`src/rtl/adder_pipe.sv`:
```
// adder_pipe: pipelined two's-complement adder/subtractor with valid/ready
// handshake on both sides and carry/overflow/zero flags.
// The WIDTH-bit add is cut into STAGES segments of CH = ceil(WIDTH/STAGES)
// bits. Each stage adds its own segment and registers the carry out for the
// next stage. Stages whose segment lies past the MSB only pass the beat on,
// so the latency is always STAGES cycles.
// Optional build macro ADDER_PIPE_SAT_EN adds a per-beat `sat` input. When
// sat is set and the add overflows, q clamps to signed max or signed min.
module adder_pipe #(
  parameter int WIDTH  = 15,
  parameter int STAGES = 3
) (
  input  logic             clk,
  input  logic             rst_n,
  input  logic             in_valid,
  output logic             in_ready,
  input  logic [WIDTH-1:0] a,
  input  logic [WIDTH-1:0] b,
  input  logic             cin,
  input  logic             sub,
`ifdef ADDER_PIPE_SAT_EN
  input  logic             sat,
`endif
  output logic             out_valid,
  input  logic             out_ready,
  output logic [WIDTH-1:0] q,
  output logic             cout,
  output logic             ovf,
  output logic             zero
);

  localparam int CH = (WIDTH + STAGES - 1) / STAGES;
  // Number of intermediate stage registers. It is never zero, so the arrays
  // below stay legal when STAGES == 1.
  localparam int NI = (STAGES > 1) ? STAGES - 1 : 1;

  typedef struct packed {
    logic             ovf;
    logic             carry;
    logic [WIDTH-1:0] res;
  } seg_t;

  // Ripple-add the bits of segment k and leave all other result bits as they
  // are. The signed overflow flag is produced by whichever segment holds the
  // MSB. A segment that lies past the MSB passes the carry and ovf through.
  function automatic seg_t seg_add(input int k,
                                   input logic [WIDTH-1:0] av,
                                   input logic [WIDTH-1:0] bv,
                                   input logic [WIDTH-1:0] rin,
                                   input logic cin_v,
                                   input logic ovf_in);
    seg_t r;
    logic c;
    logic co;
    r.res = rin;
    r.ovf = ovf_in;
    c     = cin_v;
    co    = 1'b0;
    for (int i = 0; i < WIDTH; i++) begin
      if (i >= k * CH && i < (k + 1) * CH) begin
        co       = (av[i] & bv[i]) | (av[i] & c) | (bv[i] & c);
        r.res[i] = av[i] ^ bv[i] ^ c;
        if (i == WIDTH - 1) r.ovf = c ^ co;
        c = co;
      end
    end
    r.carry = c;
    return r;
  endfunction

  logic [STAGES-1:0] v;
  logic [STAGES:0]   rdy;
  logic              sat_in;

  logic [WIDTH-1:0] r_a   [NI];
  logic [WIDTH-1:0] r_b   [NI];
  logic [WIDTH-1:0] r_res [NI];
  logic             r_c   [NI];
  logic             r_o   [NI];
  logic             r_s   [NI];

`ifdef ADDER_PIPE_SAT_EN
  assign sat_in = sat;
`else
  assign sat_in = 1'b0;
`endif

  // Ready ripples back from the output. A stage can take a new beat when it
  // is empty or when its current beat moves on at the same edge.
  assign rdy[STAGES] = out_ready;
  assign in_ready    = rdy[0];
  assign out_valid   = v[STAGES-1];

  for (genvar k = 0; k < STAGES; k++) begin : g_stage
    logic             in_v;
    logic             in_c;
    logic             in_o;
    logic             in_s;
    logic [WIDTH-1:0] in_a;
    logic [WIDTH-1:0] in_b;
    logic [WIDTH-1:0] in_r;
    logic             vr;
    seg_t             nx;

    assign rdy[k] = ~vr | rdy[k+1];
    assign v[k]   = vr;

    if (k == 0) begin : g_src_in
      // B is inverted once here. Later stages only see B'.
      assign in_v = in_valid;
      assign in_a = a;
      assign in_b = sub ? ~b : b;
      assign in_c = sub ? 1'b1 : cin;
      assign in_r = '0;
      assign in_o = 1'b0;
      assign in_s = sat_in;
    end else begin : g_src_prev
      assign in_v = v[k-1];
      assign in_a = r_a[k-1];
      assign in_b = r_b[k-1];
      assign in_c = r_c[k-1];
      assign in_r = r_res[k-1];
      assign in_o = r_o[k-1];
      assign in_s = r_s[k-1];
    end

    assign nx = seg_add(k, in_a, in_b, in_r, in_c, in_o);

    // Valid bit of this stage; it loads whenever the stage is allowed to take a beat
    always_ff @(posedge clk or negedge rst_n) begin
      if (!rst_n) vr <= 1'b0;
      else if (rdy[k]) vr <= in_v;
    end

    if (k < STAGES - 1) begin : g_mid
      logic [WIDTH-1:0] ra_q;
      logic [WIDTH-1:0] rb_q;
      logic [WIDTH-1:0] rr_q;
      logic             rc_q;
      logic             ro_q;
      logic             rs_q;

      // Capture the partial sum, segment carry and remaining operands of an accepted beat
      always_ff @(posedge clk or negedge rst_n) begin
        if (!rst_n) begin
          ra_q <= '0;
          rb_q <= '0;
          rr_q <= '0;
          rc_q <= 1'b0;
          ro_q <= 1'b0;
          rs_q <= 1'b0;
        end else if (rdy[k] && in_v) begin
          ra_q <= in_a;
          rb_q <= in_b;
          rr_q <= nx.res;
          rc_q <= nx.carry;
          ro_q <= nx.ovf;
          rs_q <= in_s;
        end
      end

      assign r_a[k]   = ra_q;
      assign r_b[k]   = rb_q;
      assign r_res[k] = rr_q;
      assign r_c[k]   = rc_q;
      assign r_o[k]   = ro_q;
      assign r_s[k]   = rs_q;
    end else begin : g_out
      logic [WIDTH-1:0] fq;
      logic [WIDTH-1:0] q_q;
      logic             c_q;
      logic             o_q;
      logic             z_q;

      // Clamp on overflow when saturation is requested. A set MSB after an
      // overflow means the true result was positive.
      always_comb begin
        fq = nx.res;
        if (in_s && nx.ovf) begin
          fq = nx.res[WIDTH-1] ? {1'b0, {(WIDTH-1){1'b1}}}
                               : {1'b1, {(WIDTH-1){1'b0}}};
        end
      end

      // Output register; it holds while the stage is full and downstream stalls
      always_ff @(posedge clk or negedge rst_n) begin
        if (!rst_n) begin
          q_q <= '0;
          c_q <= 1'b0;
          o_q <= 1'b0;
          z_q <= 1'b0;
        end else if (rdy[k] && in_v) begin
          q_q <= fq;
          c_q <= nx.carry;
          o_q <= nx.ovf;
          z_q <= ~|fq;
        end
      end

      assign q    = q_q;
      assign cout = c_q;
      assign ovf  = o_q;
      assign zero = z_q;
    end
  end

endmodule

```
`config.mk`:
```
export PLATFORM = sky130hd
export DESIGN_NAME = adder_pipe
export DESIGN_NICKNAME = d
export VERILOG_FILES = /design/src/rtl/adder_pipe.sv
export SDC_FILE = /design/constraint.sdc
export NUM_CORES = 1
export LEC_CHECK = 0
export ABC_AREA = 1
export BUFFER_PORTS_ARGS = -buffer_cell sky130_fd_sc_hd__buf_2
export CORE_MARGIN = 10
export CORE_UTILIZATION = 45
export DETAILED_ROUTE_END_ITERATION = 10
export PLACE_DENSITY = 0.75
export SLEW_MARGIN = 5
export SYNTH_ARGS = -nofsm -noshare
export SYNTH_HDL_FRONTEND = slang
export SYNTH_SLANG_ARGS = --single-unit
export TNS_END_PERCENT = 10
```
`constraint.sdc`:
```
create_clock -name clk -period 4 [get_ports clk]
set_input_delay 0.8 -clock clk [delete_from_list [all_inputs] [get_ports clk]]
set_output_delay 0.8 -clock clk [all_outputs]
set_load 0.05 [all_outputs]
```
==> results of run 1 <==
[area by class of cell]
type / instances / area (µm²)
Clock buffer: 9 / 124
Clock inverter: 7 / 115
Fill cell: 685 / 3380
Inverter: 25 / 93.8
Multi-Input combinational cell: 240 / 1410
Sequential cell: 68 / 1700
Tap cell: 99 / 124
Timing Repair Buffer: 58 / 298
[cells in the final DEF (no fill, tap or decap)]
cell          n
nand3_1      24
xnor2_1       3
nor2_4        1
fa_1         15
buf_4         3
nand2_2       3
nand3_2      19
clkinv_2      2
nand2_1     139
nor2_1       10
clkinvlp_4    2
nand3b_1      3
or2_2         1
bufinv_16     3
inv_2         2
xor2_1       13
clkbuf_8      9
o21ai_0       3
inv_1        23
o21ai_1       6
buf_2        55
dfrtp_1      68
[final timing paths]
kind	slack, ns	to	cells after the start
max	1.08	g_stage[0].g_mid.rr_q[4]$_DFFE_PN0P_	11
min	0.44	g_stage[0].g_mid.ra_q[7]$_DFFE_PN0P_	1
max reg2reg	1.19	zero$_DFFE_PN0P_	14
min reg2reg	0.47	g_stage[1].g_mid.rr_q[0]$_DFFE_PN0P_	2
max in group asynchronous	2.64	q[9]$_DFFE_PN0P_	2
min in group clk	0.47	g_stage[1].g_mid.rr_q[0]$_DFFE_PN0P_	2
[layer usage]
layer / track usage / wire [µm] / vias to the layer above
met5: 0 / 0 / -
met4: 0.0551 / 89 / 0
met3: 0.0405 / 424 / 7
met2: 0.177 / 2850 / 60
met1: 0.158 / 3080 / 1086
li1: - / - / 1180
[flip-flops by register name, indices dropped and copies added (netlist names), 2 cells and up]
name,count
g_stage.g_mid.rb_q,15
g_stage.g_mid.ra_q,15
q,15
g_stage.g_mid.rc_q,2
g_stage.g_mid.rr_q,15
g_stage.vr,2
[metrics by stage]
step | utilization | setup slack, ns | area, µm²
finish | 0.534 | 1.08 | 3870
global route | 0.534 | 0.965 | 3870
CTS | 0.534 | 1.08 | 3870
detailed placement | 0.501 | 0.716 | 3630
global placement | 0.501 | 0.767 | 3630
floorplan | - | 0.678 | 3350
[logic make-up (layout without fill, tap and decap cells)]
logic type,after synthesis,after routing,share of synthesized area
AOI/OAI and AO/OA,9,9,0.0134
adders and majority gates,15,15,0.0897
xor gates and xnor gates,16,16,0.0418
and+or+nand+nor,200,200,0.277
DFF,68,68,0.508
buffers and inverters,44,99,0.0699
[power groups by stage]
stage          clock network, W  registers (W)  logic, W
3_3_place_gp                  0        0.00106  0.000975
4_1_cts                0.000680        0.00106   0.00101
5_1_grt                0.000711        0.00109   0.00112
3_5_place_dp                  0        0.00107   0.00101
2_1_floorplan                 0        0.00131  0.000516
6_report               0.000671        0.00106  0.000989
[worst max-delay path, delay by kind of cell]
family	cells	cell delay [ns]
adders and majority gates	5	1.76
and+or+nand+nor	2	0.15
buffers and inverters	3	0.23
xor gates and xnor gates	1	0.19
==> flow_summary.ini, run 1 <==
[routing]
routed_wl_um = 6450
route.detailed.drc = 0
antenna_left = 0
wl_per_cell_um = 12.7
num_vias = 2333
drtIter0Drc = 100
viasPerCell = 4.61
drt_pre_antenna_iters = 4

[logic_synthesis]
synth.distinct_cells = 19
syn_area_mm2 = 0.00335
yosysSeqAreaShare = 0.508
synthTopCellsByArea = dfrtp_1, nand2_1, fa_1
synthCells = 352
yosys.area.top_type = dfrtp_1
synth-edff-count = 0
syn-num-nets = 403
yosysWarnings = 0
ys.flop_type = dfrtp_1
synth-async-reset-ratio = 1.00
synthMostInstantiatedCell = nand2_1
synth_common_cells = nand2_1, dfrtp_1, nand3_1
synth_top_cell_area_share = 0.508
avgSynthCellArea_um2 = 9.52
ys_ff_latch = 68

[power_and_ir_drop]
p_sw_w = 0.00110
intPower_w = 0.00162
power.density_mw_per_mm2 = 702
max-vdd-ir-drop_uv = 199
power_frac_comb = 0.364
p_clk_frac = 0.247
p_seq_frac = 0.389
p_leak_nw = 2.07
total_power_w = 0.00272
swShare = 0.404

[critical_path]
cpMaxStageDelayCell = fa_1
crit_required_ns = 4.22
path_max_fanout = 3
max_stage_delay_ns = 0.40
worst_setup_path_start_kind = input port
path_cells = buf_2 > xor2_1 > fa_1 > inv_1 > fa_1 > fa_1 > fa_1 > inv_1 > fa_1 > nand3_1 > nand2_1
startpoint = sub
critical_path_arrival_ns = 3.14
worst_path_most_repeated_cell = fa_1
cp-end-kind = flip-flop
worstSetupPathType = input port to flip-flop
timing.rr.start = g_stage[1].g_mid.rb_q[10]$_DFFE_PN0P_

[cts]
postCtsSetupBuffers = 0
ctsResizeCount = 0
cts_buffers = 9
htreeDepth = 3
clockBufferDepth = 2
clockRootBuffer = clkbuf_8
cts.sinks = 68
clk_pin_slew_ns = 0.07
cts_tree = yes
cts_hold_buf = 0
worstSkewPairLatency_ns = 0.34

[grt]
grt_max_degree = 44
grt_first_pass_wirelength_um = 11200
grt_pass1_vias = 2412
grt.total_usage = 0.121
antenna_found_initial = 0
grt_overflow = 0

[place]
io_buffers = 55
placedCellCount = 490
routabilityCongestion = 0.737
dp_hpwl_um = 4800

[final_layout]
areaGrowthSynthToFinish_pct = 15.5
layoutNonFillerInstCount = 506
final_net_count = 453
drive_above_1_share = 0.246
diodes = 0

[floorplan]
start_util = 0.462
core_area_mm2 = 0.00725
die_h_um = 106
dieArea_mm2 = 0.0113
io_pins = 56
rows = 31
chipWidth_um = 106

[sta]
setup_viol = 0
slew_headroom = 0.572
finalSetupTns_ns = 0
maxSlewViolCount = 0
rsz0062_at_grt = false
skew_ns = 0.00708
whs_ns = 0.442
finalCriticalPeriod_ns = 2.92
final_hold_viol_count = 0
finalCritPeriodShare = 0.729
fmax_mhz = 343
tightest_slew_ns = 0.642

[min_path]
hold_path.class = input port to asynchronous set/reset pin

[flow_run]
maxCapViolations = 0

[outcome]
status = finished, final reports clean
(Power assumes the default switching activity.)
==> run 2: changes to the inputs <==
--- a/config.mk
+++ b/config.mk
@@ -10,7 +10,7 @@
 export CORE_MARGIN = 10
 export CORE_UTILIZATION = 45
 export DETAILED_ROUTE_END_ITERATION = 10
-export PLACE_DENSITY = 0.75
+export PLACE_DENSITY = 0.78
 export SLEW_MARGIN = 5
 export SYNTH_ARGS = -nofsm -noshare
 export SYNTH_HDL_FRONTEND = slang
==> constraint.sdc (replaced) <==
create_clock -name clk -period 2.6 [get_ports clk]
set_input_delay 0.52 -clock clk [delete_from_list [all_inputs] [get_ports clk]]
set_output_delay 0.52 -clock clk [all_outputs]
set_load 0.05 [all_outputs]
==> flow_summary.ini, run 2 (synthesized netlist as in run 1, its figures left out) <==
[cts]
htreeDepth = 3
cts.sinks = 68
worstSkewPairLatency_ns = 0.34
cts_buffers = 9
clockBufferDepth = 2
cts_hold_buf = 0
clockRootBuffer = clkbuf_8
postCtsSetupBuffers = 0
clk_pin_slew_ns = 0.07
cts_tree = yes

[critical_path]
path_cells = inv_2 > fa_1 > inv_1 > fa_2 > fa_2 > fa_2 > inv_2 > fa_1 > nand2_1 > inv_1 > nand2_1 > nor2_1 > nand3_1 > nand2_1
path_delay_family = adder cells
crit_required_ns = 2.84
max_stage_delay_ns = 0.42
worstSetupPathType = flip-flop to flip-flop
cp-end-kind = flip-flop
cpMaxStageDelayCell = fa_1
crit_buf_inv = 4
critical_path_arrival_ns = 2.84
worst_setup_path_start_kind = flip-flop
path_max_fanout = 2

[routing]
drt_pre_antenna_iters = 4
routed_wl_um = 6500
viasPerCell = 4.60
num_vias = 2351
drtIter0Drc = 81
wl_per_cell_um = 12.7
route.detailed.drc = 0
antenna_left = 0

[floorplan]
start_util = 0.462
chipWidth_um = 106
die_h_um = 106
io_pins = 56
rows = 31
dieArea_mm2 = 0.0113
core_area_mm2 = 0.00725

[grt]
grt_max_degree = 30
antenna_found_initial = 0
grt_overflow = 0
grt_first_pass_wirelength_um = 11300
grt.total_usage = 0.122
grt_pass1_vias = 2436

[final_layout]
drive_above_1_share = 0.279
final_net_count = 458
mostFrequentLayoutCells = nand2_1, dfrtp_1, buf_2
diodes = 0
areaGrowthSynthToFinish_pct = 17.7
final_common_cell = nand2_1
layoutNonFillerInstCount = 511

[flow_run]
maxCapViolations = 0

[sta]
final_hold_viol_count = 0
maxSlewViolCount = 0
fmax_mhz = 384
finalCritPeriodShare = 1.00
slew_headroom = 0.568
finalCriticalPeriod_ns = 2.60
rsz0062_at_grt = true
skew_ns = 0.00636
setup_viol = 1
whs_ns = 0.201
tightest_slew_ns = 0.647
fin_ws_ns = -0.00383

[power_and_ir_drop]
max-vdd-ir-drop_uv = 294
p_leak_nw = 2.10
power.density_mw_per_mm2 = 1080

[min_path]
hold_path.class = input port to asynchronous set/reset pin

[place]
io_buffers = 55
dp_hpwl_um = 5060
routabilityCongestion = 0.771
placedCellCount = 495

[outcome]
violations = negative setup slack
status = complete, but fails checks
[run 2: cell count changes in the layout (fill, tap and decap cells not counted), sizes merged]
cell,delta
buf,+5
clkinvlp,-2
clkbuf,+3
clkinv,-1
[run 2: worst paths after layout]
path                                                  startpoint  slack [ns]  cells past startpoint                                   end
setup / recovery           g_stage[1].g_mid.ra_q[10]$_DFFE_PN0P_      -0.004                     14                      zero$_DFFE_PN0P_
hold / removal                                             rst_n        0.20                      1  g_stage[0].g_mid.ra_q[5]$_DFFE_PN0P_
setup reg to reg           g_stage[1].g_mid.ra_q[10]$_DFFE_PN0P_      -0.004                     14                      zero$_DFFE_PN0P_
hold reg to reg                                 q[2]$_DFFE_PN0P_        0.47                      2                      q[2]$_DFFE_PN0P_
max in group asynchronous                                  rst_n        1.62                      2                      q[7]$_DFFE_PN0P_
min in group clk                                            a[6]        0.41                      3  g_stage[0].g_mid.ra_q[6]$_DFFE_PN0P_
[run 2: per-layer routing]
layer,vias up,GRT usage,part of all wire
li1,1189,-,-
met1,1095,0.157,0.47
met5,-,0,0
met2,57,0.184,0.45
met3,10,0.0453,0.066
met4,0,0.0464,0.017
[run 2: area by class of cell]
type	count	area (µm²)
Tap cell	99	124
Fill cell	677	3310
Multi-Input combinational cell	240	1440
Timing Repair Buffer	63	335
Inverter	25	93.8
Clock buffer	12	155
Sequential cell	68	1700
Clock inverter	4	95.1
[run 2: power by group]
part / switching (W) / internal (W) / leakage, nW / total [W]
clock: 0.000378 / 0.000688 / 0.127 / 0.00107
combinational: 0.00108 / 0.000489 / 1.13 / 0.00157
sequential: 0.000224 / 0.00140 / 0.842 / 0.00162
[run 2: stage by stage]
stage / power, W / area (µm²) / setup slack (ns) / setup TNS [ns] / utilization
2_1_floorplan: 0.00282 / 3370 / -0.317 / -0.374 / -
5_1_grt: 0.00458 / 3940 / -0.142 / -0.241 / 0.543
6_report: 0.00426 / 3940 / -0.00383 / -0.00383 / 0.543
4_1_cts: 0.00432 / 3940 / -0.0159 / -0.0159 / 0.543
3_3_place_gp: 0.00315 / 3680 / -0.241 / -0.321 / 0.508
3_5_place_dp: 0.00323 / 3680 / -0.304 / -0.522 / 0.508
[run 2: what timing repair did]
action | in CTS | in global routing
endpoints found under the setup margin | 2 | 3
resized for setup | 5 | 3
pin swaps | 0 | 1
